--- src/rtl/semi_procesador_param.sv ---
// rtl/semi_procesador_param.sv - multi-cycle accumulator processor with shift-add multiplier
module semi_procesador_param #(
    parameter int W    = 8,
    parameter int NREG = 4,
    localparam int RA  = $clog2(NREG)
) (
    input  logic              clk,
    input  logic              rst,
    input  logic              instr_valid,
    input  logic [4+RA+W-1:0] instr,
    output logic              instr_ready,
    output logic [W-1:0]      LEDS,
    output logic              flag_z,
    output logic              flag_c,
    output logic              illegal,
    output logic              busy
);

    localparam int CW = $clog2(W) + 1;

    localparam logic [3:0] OP_NOP = 4'd0;
    localparam logic [3:0] OP_LDI = 4'd1;
    localparam logic [3:0] OP_LD  = 4'd2;
    localparam logic [3:0] OP_ST  = 4'd3;
    localparam logic [3:0] OP_ADD = 4'd4;
    localparam logic [3:0] OP_SUB = 4'd5;
    localparam logic [3:0] OP_AND = 4'd6;
    localparam logic [3:0] OP_OR  = 4'd7;
    localparam logic [3:0] OP_XOR = 4'd8;
    localparam logic [3:0] OP_SHL = 4'd9;
    localparam logic [3:0] OP_SHR = 4'd10;
    localparam logic [3:0] OP_MUL = 4'd11;

    typedef enum logic [1:0] {IDLE, EXEC, MUL} state_t;

    state_t              state, state_next;
    logic [4+RA+W-1:0]   instr_q;
    logic [W-1:0]        acc;
    logic [W-1:0]        regs [NREG];
    logic [2*W-1:0]      prod;
    logic [W-1:0]        mcand;
    logic [CW-1:0]       cnt;

    logic [3:0]          op;
    logic [RA-1:0]       rd;
    logic [W-1:0]        imm;
    logic [W-1:0]        r_val;
    logic                mul_last;

    logic                acc_wr;
    logic [W-1:0]        res;
    logic                c_res;
    logic [W:0]          wide;
    logic [W:0]          mul_sum;
    logic [2*W-1:0]      prod_step;

    assign op       = instr_q[4+RA+W-1 -: 4];
    assign rd       = instr_q[W +: RA];
    assign imm      = instr_q[W-1:0];
    assign r_val    = regs[rd];
    assign mul_last = (cnt == CW'(W-1));

    assign instr_ready = (state == IDLE) && !rst;
    assign busy        = !instr_ready;
    assign LEDS        = acc;

    always_ff @(posedge clk) begin
        if (rst) state <= IDLE;
        else     state <= state_next;
    end

    always_comb begin
        state_next = state;
        case (state)
            IDLE:    if (instr_valid && instr_ready) state_next = EXEC;
            EXEC:    state_next = (op == OP_MUL) ? MUL : IDLE;
            MUL:     if (mul_last) state_next = IDLE;
            default: state_next = IDLE;
        endcase
    end

    // Single-cycle ALU; carry defaults to the current flag so ops that leave C alone need no case.
    always_comb begin
        acc_wr = 1'b0;
        res    = acc;
        c_res  = flag_c;
        wide   = '0;
        case (op)
            OP_LDI: begin acc_wr = 1'b1; res = imm;   end
            OP_LD:  begin acc_wr = 1'b1; res = r_val; end
            OP_ADD: begin
                acc_wr = 1'b1;
                wide   = {1'b0, acc} + {1'b0, r_val};
                res    = wide[W-1:0];
                c_res  = wide[W];
            end
            OP_SUB: begin acc_wr = 1'b1; res = acc - r_val; c_res = (acc < r_val); end
            OP_AND: begin acc_wr = 1'b1; res = acc & r_val; c_res = 1'b0; end
            OP_OR:  begin acc_wr = 1'b1; res = acc | r_val; c_res = 1'b0; end
            OP_XOR: begin acc_wr = 1'b1; res = acc ^ r_val; c_res = 1'b0; end
            OP_SHL: begin acc_wr = 1'b1; res = {acc[W-2:0], 1'b0}; c_res = acc[W-1]; end
            OP_SHR: begin acc_wr = 1'b1; res = {1'b0, acc[W-1:1]}; c_res = acc[0]; end
            default: ;
        endcase
    end

    // Shift-add step: the multiplier sits in the low half of prod and is consumed LSB first.
    always_comb begin
        mul_sum   = {1'b0, prod[2*W-1:W]} + (prod[0] ? {1'b0, mcand} : {(W+1){1'b0}});
        prod_step = {mul_sum, prod[W-1:1]};
    end

    always_ff @(posedge clk) begin
        if (rst) begin
            acc     <= '0;
            flag_z  <= 1'b0;
            flag_c  <= 1'b0;
            illegal <= 1'b0;
            instr_q <= '0;
            prod    <= '0;
            mcand   <= '0;
            cnt     <= '0;
            for (int i = 0; i < NREG; i++) regs[i] <= '0;
        end else begin
            illegal <= 1'b0;
            case (state)
                IDLE: if (instr_valid && instr_ready) instr_q <= instr;
                EXEC: begin
                    if (op == OP_MUL) begin
                        prod  <= {{W{1'b0}}, acc};
                        mcand <= r_val;
                        cnt   <= '0;
                    end
                    if (acc_wr) begin
                        acc    <= res;
                        flag_c <= c_res;
                        flag_z <= (res == '0);
                    end
                    if (op == OP_ST) regs[rd] <= acc;
                    if (op > OP_MUL) illegal <= 1'b1;
                end
                MUL: begin
                    prod <= prod_step;
                    cnt  <= cnt + CW'(1);
                    if (mul_last) begin
                        acc    <= prod_step[W-1:0];
                        flag_c <= |prod_step[2*W-1:W];
                        flag_z <= (prod_step[W-1:0] == '0);
                    end
                end
                default: ;
            endcase
        end
    end

endmodule

--- config.mk ---
export PLATFORM = sky130hd
export DESIGN_NAME = semi_procesador_param
export DESIGN_NICKNAME = d
export VERILOG_FILES = /design/src/rtl/semi_procesador_param.sv
export SDC_FILE = /design/constraint.sdc
export NUM_CORES = 1
export LEC_CHECK = 0
export ABC_AREA = 1
export BUFFER_PORTS_ARGS = -buffer_cell sky130_fd_sc_hd__clkbuf_2
export CAP_MARGIN = 20
export CORE_MARGIN = 2
export CORE_UTILIZATION = 45
export DETAILED_ROUTE_END_ITERATION = 6
export PLACE_DENSITY = 0.58
export SETUP_SLACK_MARGIN = 0.2
export SYNTH_ARGS = -nofsm -noshare
export SYNTH_HDL_FRONTEND = slang
export SYNTH_SLANG_ARGS = --single-unit
--- constraint.sdc ---
create_clock -name clk -period 6.25 [get_ports clk]
set_input_delay 0.625 -clock clk [delete_from_list [all_inputs] [get_ports clk]]
set_output_delay 0.625 -clock clk [all_outputs]
set_load 0.02 [all_outputs]
==> metrics.cfg <==
[timing]
post-route-period-util_pct=53.0
fmax_ghz=0.302
worst_pin_slew_ns=0.857
setup_violations=0
holdWs_ns=0.475
slew_viol_final=0
hold_viol=0
rsz0062_at_grt=no
clock_skew_ns=0.00929
maxSlewHeadroom_pct=42.6
finalSetupTns_ns=0
fin_crit_ns=3.31
timing.final.ws_setup_ns=2.94

[synth]
async_flop_share_pct=0
synth_ff_type=dfxtp_1
synthTopCellsByArea=dfxtp_1 (20%), edfxtp_1 (17%), nand2_1 (17%)
yosysWarnings=0
synth_edf_count=32
yosys.area.top_type=dfxtp_1
yosysUniqueCellTypes=36
synth_most_common_cell=nand2_1
yosys.area.top_type_share_pct=20.2
synth_fp_nets=874
ys_ff_latch=89
seq_area_frac_synth_pct=37.1
synth_common_cells=nand2_1 (251), nor2_1 (95), inv_1 (74), nand3_1 (73), dfxtp_1 (57)
netlist_instances=817
post_synth.cell_area_avg_um2=6.93
netlist_area_um2=5660

[clocking]
post_cts_buffers=0
cts_sinks=89
cts_hold_buf=0
clk_pin_slew_ns=0.06
cts-resized-gates=0
cts_tree=done
cts_max_level=3
clock_latency_ns=0.35
numCtsBuffers=9
clockRootBuffer=clkbuf_16
cts_buffer_depth=2

[route]
drc=10
firstDrtPassIters=7
vias=5426
via_per_inst=5.40
drt_iter0_markers=474
finalWirelength_mm=17.2
wire_per_inst_um=17.1
final_antenna_net_count=0

[critical_path]
crit_fanout=17
required_ns=6.53
cp-end-kind=register
crit_slowest_cell=dfxtp_1
arrival_ns=3.59
crit_chain=inv_1 -> nand2_1 -> nand3_1 -> nand2_1 -> inv_1 -> ha_1 -> fa_1 -> or2_2 -> and3_1 -> nor2_1 -> nand4_1 -> nand2_1 -> nand2_1 -> nor2_1 -> nand3_1 -> a21oi_1
path_common_cell=nand2_1
max_stage_delay_ns=0.60
startpoint_type=register
crit_type=register to register

[global_routing]
grt_max_degree=42
overflow=0
antenna_found_initial=0
grt_pass1_vias=4975
grt_usage_pct=26.6
grt_pass1_wl_mm=27.0

[pwr]
vdd_drop_max_v=0.000237
p_per_area_nw_per_um2=397
power.leakage_uw=0.00279

[placement]
dpl.hpwl_mm=12.8
gp_congestion=0.941
pre_cts_ws_ns=3.01
portBuffers=29

[status]
status=finished with violations
violations=DRC

[layout]
areaGrowthSynthToFinish_pct=9.71
filler_cell_count=1252
antenna_cells=0
drive_above_1_share_pct=7.66
nets=888
regArea_um2=2100
multi_input_area_um2=3130
finalCoreUtilization_pct=51.0

[job]
maxCapViolations=0

[floorplan]
rows=40
dieArea_um2=13500
core_um2=12200
die_w_um=116
fp.dieH_um=116
start_util_pct=46.5
io_pins=30

[worst_hold_path]
hp-class=register to register
hp-start=prod[14]$_SDFFE_PP0P_

[stage by stage]
stage	std cells	power, uW	instance area (um^2)
floorplan	817	1570	5660
detailed placement	987	1890	5900
finish	1004	2460	6210
global route	1004	2640	6210
global placement	987	1890	5900
CTS	1003	2440	6190
[state kept, by name, indices dropped and copies added (netlist names), named ones only]
register	flops
regs	32
prod	16
instr_q	14
flag_z	1
cnt	4
state	2
LEDS	8
flag_c	1
mcand	8
illegal	1
[placed cells by master (no fill, tap or decap), drive strengths merged]
master	count
nand2	252
nand4	9
a31oi	14
nor3	7
dfxtp	57
a2bb2oi	2
bufinv	1
nand3	73
nor2	101
ha	37
clkinvlp	1
edfxtp	32
a21oi	48
and2	3
fa	3
clkinv	2
o211ai	4
o22ai	2
o31ai	6
or2	5
buf	2
o21ai	46
nor4	1
xor2	1
and3	2
xnor2	3
clkbuf	41
inv	80
o21bai	1
[power breakdown]
part / leakage, uW / internal [uW] / switching (uW)
combinational: 0.00185 / 325 / 793
clock: 0.000143 / 322 / 227
sequential: 0.000795 / 677 / 121
[metal layers]
layer | global-route usage (%) | part of all wire (%) | routed length, um | vias up
li1 | - | - | - | 2705
met1 | 38.9 | 48 | 8260 | 2546
met2 | 40.1 | 43 | 7460 | 159
met3 | 4.88 | 6.6 | 1130 | 16
met4 | 8.10 | 2.0 | 338 | 0
met5 | 0 | 0 | 0 | -
[path summary, 6_finish.rpt]
check                                             end  slack (ns)  cells after the start
worst max-delay path              flag_z$_SDFFE_PP0P_        2.94                     16
worst min-delay path            prod[14]$_SDFFE_PP0P_        0.47                      2
worst max register to register    flag_z$_SDFFE_PP0P_        2.94                     16
worst min register to register  prod[14]$_SDFFE_PP0P_        0.47                      2
[final cells by class]
class                   count  share of cell area (%)
multi-input cells         620                    50.4
clock buffers              12                    3.97
flip-flops and latches     89                    33.9
inverters                  80                    4.84
well taps                 168                    3.39
repair buffers             31                    2.70
clock inverters             4                   0.826
[critical path: cells and delay by family (launching register included)]
family                   cells  cell delay (ns)
AO/OA/AOI/OAI                1             0.15
adder cells (fa/ha/maj)      2             0.71
buffers and inverters        2             0.43
flip-flops                   1             0.60
AND/OR/NAND/NOR             11             1.36
[logic make-up (layout without fill, tap and decap cells)]
logic type               count (synthesis)  after routing  synth area share [%]
XOR/XNOR                                 4              4                 0.619
AND/OR/NAND/NOR                        453            453                  33.4
flip-flops                              89             89                  37.1
buffers and inverters                  108            127                  7.58
adder cells (fa/ha/maj)                 40             40                  9.24
AO/OA/AOI/OAI                          123            123                  12.0
No activity file was read; power rests on OpenSTA's default activity.
